[src/rtl/vector_logger.sv]
// Capture/check engine: logs {stim, expected, resp} per sampled vector into a small circular
// buffer, counts vectors and mismatches, then drains the log in write order over a valid/ready
// read port so a host can dump it.
module vector_logger #(
  parameter int unsigned IN_W  = 3,
  parameter int unsigned OUT_W = 1,
  parameter int unsigned DEPTH = 16,
  parameter int unsigned CNT_W = 32
) (
  input  logic                      clk,
  input  logic                      reset,
  input  logic                      arm,
  input  logic                      stop,
  input  logic                      sample_en,
  input  logic [IN_W-1:0]           stim,
  input  logic [OUT_W-1:0]          expected,
  input  logic [OUT_W-1:0]          resp,
  output logic                      rd_valid,
  input  logic                      rd_ready,
  output logic [IN_W+2*OUT_W-1:0]   rd_data,
  output logic [$clog2(DEPTH):0]    count,
  output logic                      full,
  output logic                      done,
  output logic [CNT_W-1:0]          vectors,
  output logic [CNT_W-1:0]          errors
);

  localparam int unsigned PTR_W = $clog2(DEPTH);
  localparam int unsigned ENT_W = IN_W + 2 * OUT_W;

  localparam logic [PTR_W:0] CountFull = (PTR_W + 1)'(DEPTH);
  localparam logic [PTR_W:0] CountLast = (PTR_W + 1)'(DEPTH - 1);
  localparam logic [PTR_W:0] CountOne  = (PTR_W + 1)'(1);

  typedef enum logic [1:0] {
    StIdle,
    StCapture,
    StDrain,
    StDone
  } state_e;

  state_e           state_q;
  logic [PTR_W-1:0] wr_ptr_q;
  logic [PTR_W-1:0] rd_ptr_q;
  logic [PTR_W:0]   count_q;
  logic             done_q;
  logic [CNT_W-1:0] vectors_q;
  logic [CNT_W-1:0] errors_q;

  // Log storage is not reset: a reset only has to discard the contents, which clearing the
  // pointers and count already does.
  logic [ENT_W-1:0] mem_q [DEPTH];

  logic wr_en;
  logic rd_en;
  logic mismatch;

  // Write/read qualifiers; writes only happen in capture, reads only in drain, so they never
  // coincide.
  always_comb begin
    wr_en    = (state_q == StCapture) && sample_en;
    rd_valid = (state_q == StDrain) && (count_q != '0);
    rd_en    = rd_valid && rd_ready;
    mismatch = (resp != expected);
  end

  // Read port and status outputs; rd_data is forced to zero when nothing is presented.
  always_comb begin
    rd_data = rd_valid ? mem_q[rd_ptr_q] : '0;
    full    = (count_q == CountFull);
    count   = count_q;
    done    = done_q;
    vectors = vectors_q;
    errors  = errors_q;
  end

  // Control FSM together with pointers, occupancy and the saturating counters.
  always_ff @(posedge clk or negedge reset) begin
    if (!reset) begin
      state_q   <= StIdle;
      wr_ptr_q  <= '0;
      rd_ptr_q  <= '0;
      count_q   <= '0;
      done_q    <= 1'b0;
      vectors_q <= '0;
      errors_q  <= '0;
    end else begin
      unique case (state_q)
        StIdle, StDone: begin
          if (arm) begin
            state_q   <= StCapture;
            wr_ptr_q  <= '0;
            rd_ptr_q  <= '0;
            count_q   <= '0;
            done_q    <= 1'b0;
            vectors_q <= '0;
            errors_q  <= '0;
          end
        end

        StCapture: begin
          if (wr_en) begin
            wr_ptr_q <= wr_ptr_q + 1'b1;
            count_q  <= count_q + 1'b1;
            if (vectors_q != '1) begin
              vectors_q <= vectors_q + 1'b1;
            end
            if (mismatch && (errors_q != '1)) begin
              errors_q <= errors_q + 1'b1;
            end
          end
          // A sample arriving with stop is still logged, so only an empty, sample-free stop
          // skips the drain phase.
          if (wr_en && (count_q == CountLast)) begin
            state_q <= StDrain;
          end else if (stop) begin
            if (!wr_en && (count_q == '0)) begin
              state_q <= StDone;
              done_q  <= 1'b1;
            end else begin
              state_q <= StDrain;
            end
          end
        end

        StDrain: begin
          if (rd_en) begin
            rd_ptr_q <= rd_ptr_q + 1'b1;
            count_q  <= count_q - 1'b1;
            if (count_q == CountOne) begin
              state_q <= StDone;
              done_q  <= 1'b1;
            end
          end
        end

        default: begin
          state_q <= StIdle;
        end
      endcase
    end
  end

  // Log write port.
  always_ff @(posedge clk) begin
    if (wr_en) begin
      mem_q[wr_ptr_q] <= {stim, expected, resp};
    end
  end

  // Occupancy can never exceed the buffer size.
  always_ff @(posedge clk) begin
    if (reset) begin
      assert (count_q <= CountFull)
        else $error("vector_logger: count exceeded DEPTH");
    end
  end

endmodule
[config.mk]
export PLATFORM = sky130hd
export DESIGN_NAME = vector_logger
export DESIGN_NICKNAME = d
export VERILOG_FILES = /design/src/rtl/vector_logger.sv
export SDC_FILE = /design/constraint.sdc
export NUM_CORES = 1
export LEC_CHECK = 0
export ABC_AREA = 1
export CAP_MARGIN = 10
export CORE_ASPECT_RATIO = 1.5
export CORE_MARGIN = 5
export CORE_UTILIZATION = 60
export CTS_BUF_LIST = sky130_fd_sc_hd__clkbuf_8
export DETAILED_ROUTE_END_ITERATION = 6
export GPL_ROUTABILITY_DRIVEN = 0
export PLACE_DENSITY_LB_ADDON = 0.2
export SLEW_MARGIN = 10
export SYNTH_ARGS = -nofsm -noshare
export SYNTH_HDL_FRONTEND = slang
export SYNTH_SLANG_ARGS = --single-unit
[constraint.sdc]
create_clock -name clk -period 2.4 [get_ports clk]
set_clock_uncertainty 0.05 [all_clocks]
set_input_delay 0.48 -clock clk [delete_from_list [all_inputs] [get_ports clk]]
set_output_delay 0.48 -clock clk [all_outputs]
set_load 0.05 [all_outputs]
==> flow_summary.toml <==
[synthesis]
yosys.area_share.simple_pct = 31.1
synthMuxAreaShare_pct = 0
synth_warnings = 0
synthCells = 1131
synth_seq_cells = 160
synth-compound-area-share_pct = 8.59
synth-xor-area-share_pct = 2.74
synth.distinct_cells = 37
synth_edf_count = 80
seq_area_frac_synth_pct = 49.3
syn-num-nets = 1156
syn_avg_cell_area_um2 = 7.90
syn-cell-area_um2 = 8940
synth_top_family_by_area = "simple AND/OR/NAND/NOR gates"
synth_fa_ha_area_share_pct = 1.96
ys_async_sr_fraction_pct = 50.0
synthFlopType = "edfxtp_1"

[finish]
nFillCells = 1151
final_common_cell = "nand2_1"
syn_to_final_growth_pct = 21.0
fin_util_pct = 74.1
final_layout_size_suffix_gt1_share_pct = 13.4
insertedDiodeCount = 0
stdcell_area_um2 = 10800
fin_nets = 1265
mostFrequentLayoutCells = "nand2_1, nor2_1, nand3_1"

[clock_network]
clk_latency_ns = 0.45
path_clk_slew_ns = 0.10
clock_sinks = 160
cts_buffer_depth = 2
htree_levels = 4
cts_root_buffer = "clkbuf_8"
cts-buffers-inserted = 17
tritoncts = "done"

[global_routing]
overflow = 0
antenna_found_initial = 0
grt_pass1_vias = 7913
grt_max_degree = 39
grt_usage_pct = 27.8
grt_pass1_wl_um = 38400

[pwr]
switching_share_pct = 43.6
pwr-share-seq_pct = 34.0
clkPwrFrac_pct = 22.5
p_switching_mw = 4.15
powerDensity_nw_per_um2 = 879
ir_worst_vdd_v = 0.000583
intPower_mw = 5.36
power_leakage_nw = 4.27
power.share.combinational_pct = 43.5

[sta]
min_period_over_period_pct = 105
fin_crit_ns = 2.52
max_freq_ghz = 0.397
drv_slew = 0
tightest_slew_ns = 0.695
whs_ns = 0.426
relSlewSlack_pct = 53.5
setup-violations-final = 5
rsz0062_at_grt = "yes"
finalHoldViolations = 0
tns_ns = -0.432
setup_ws_ns = -0.119

[worst_setup_path]
cp.arrival_ns = 1.99
end_kind = "output pin"
path_class = "flip-flop to output pin"
cp.required_ns = 1.87
reg2regPathDepth = 9
path_max_fanout = 13
start_kind = "flip-flop"

[floorplanning]
ios = 88
start_util_pct = 61.2
dieWidth_um = 110
dieHeight_um = 159
dieArea_um2 = 17500
placementRows = 54
coreArea_um2 = 14600

[placed_design]
placedInstanceArea_um2 = 10200
pre_cts_slack_ns = 0.121
dp_hpwl_um = 16400
numPortBuffers = 87

[run]
cap_violations = 0

[detailed_routing]
vias = 7881
drt-total-wl_um = 23300
vias_per_cell = 5.44
routedWlPerCell_um = 16.1
route.detailed.drc = 0
dr.pass1.iters = 5
postRouteAntennaNets = 0
first_iter_violations = 567

[run_status]
outcome = "finished, violations left"
violations = "setup timing"

[worst_hold_path]
hp-class = "input port to async pin"
## logic make-up (layout without fill, tap and decap cells)
family | count (synthesis) | after routing
and+or+nand+nor | 669 | 669
xor gates and xnor gates | 28 | 28
DFF | 160 | 160
adders and majority gates | 14 | 14
buffers and inverters | 125 | 247
AOI/OAI and AO/OA | 135 | 135
## registers in the layout (all words and copies together) (netlist names)
name / cells
mem_q: 80
rd_ptr_q: 4
count: 5
vectors: 32
done: 1
state_q: 2
errors: 32
wr_ptr_q: 4
## Yosys cell counts, types with 3 or more instances
master | n | share of area, %
inv_1 | 82 | 3.4
nand2_1 | 334 | 14
o21bai_1 | 5 | 0.42
dfrtp_1 | 80 | 22
edfxtp_1 | 80 | 27
nor2_4 | 3 | 0.38
nand4_1 | 3 | 0.21
xnor2_1 | 15 | 1.5
o22ai_1 | 6 | 0.42
xor2_1 | 13 | 1.3
nor2_1 | 202 | 8.5
nand3_1 | 83 | 4.6
o211ai_1 | 10 | 0.84
inv_2 | 7 | 0.29
a21oi_1 | 22 | 1.2
ha_1 | 14 | 2.0
o21ai_2 | 11 | 1.1
nand3b_1 | 3 | 0.25
nor2_2 | 12 | 0.84
clkbuf_1 | 18 | 0.76
buf_6 | 5 | 0.63
buf_4 | 6 | 0.50
o21ai_1 | 9 | 0.50
nand3_2 | 3 | 0.34
nand2_2 | 16 | 1.1
o21ai_0 | 70 | 3.9
buf_2 | 5 | 0.28
## worst max-delay path: stages (launching register included)
cell and delay, ns:
dfrtp_2 0.46, buf_12 0.16, buf_16 0.14, nor2_2 0.10, nor2_1 0.04, o21ai_1 0.10, o211ai_1 0.13, a21oi_2 0.19
nor2_4 0.06, buf_6 0.15
## final cells by class
type	count	area [um^2]	area share, %
repair buffers	126	1310	12.1
multi-input cells	846	4090	37.8
well taps	196	245	2.27
clock buffers	17	234	2.16
clock inverters	15	194	1.79
inverters	89	343	3.17
flip-flops and latches	160	4410	40.8
## final timing paths
kind	start	end	slack [ns]
worst min register to register	done	done	0.48
max in group asynchronous	reset	wr_ptr_q[0]	1.28
worst min-delay path	reset	count[3]	0.43
worst max register to register	state_q[1]	errors[16]	0.24
min in group clk	done	done	0.48
worst max-delay path	rd_ptr_q[0]	rd_data[0]	-0.12
## metrics by stage
stage | total power [mW] | instances
finish | 9.51 | 1449
CTS | 9.45 | 1449
global placement | 7.04 | 1410
global route | 10.1 | 1449
detailed placement | 7.10 | 1410
floorplan | 6.13 | 1131
## routing by layer
layer	global-route usage, %	vias to the layer above	share of wire [%]	wire length, um
met3	4.62	74	4.2	975
li1	-	3873	-	-
met5	0	-	0	0
met4	13.0	0	4.1	949
met2	50.1	249	54	12700
met1	31.2	3685	37	8730
## power by group through the flow
stage,logic (mW),clock network (mW),registers [mW]
global route,4.53,2.27,3.26
global placement,3.77,0,3.27
floorplan,2.63,0,3.50
finish,4.14,2.14,3.24
detailed placement,3.82,0,3.28
CTS,4.07,2.16,3.22
## repair_timing
| item | CTS | global route |
|---|---|---|
| pin swaps | 5 | 2 |
| resized for setup | 36 | 21 |
| buffers inserted | 4 | 0 |
| hold endpoints to repair | 24 | 0 |
| hold buffers | 1 | 0 |
| endpoints found under the setup margin | 6 | 7 |
| gates cloned | 2 | 0 |
Power figures use the tool's default switching activity.
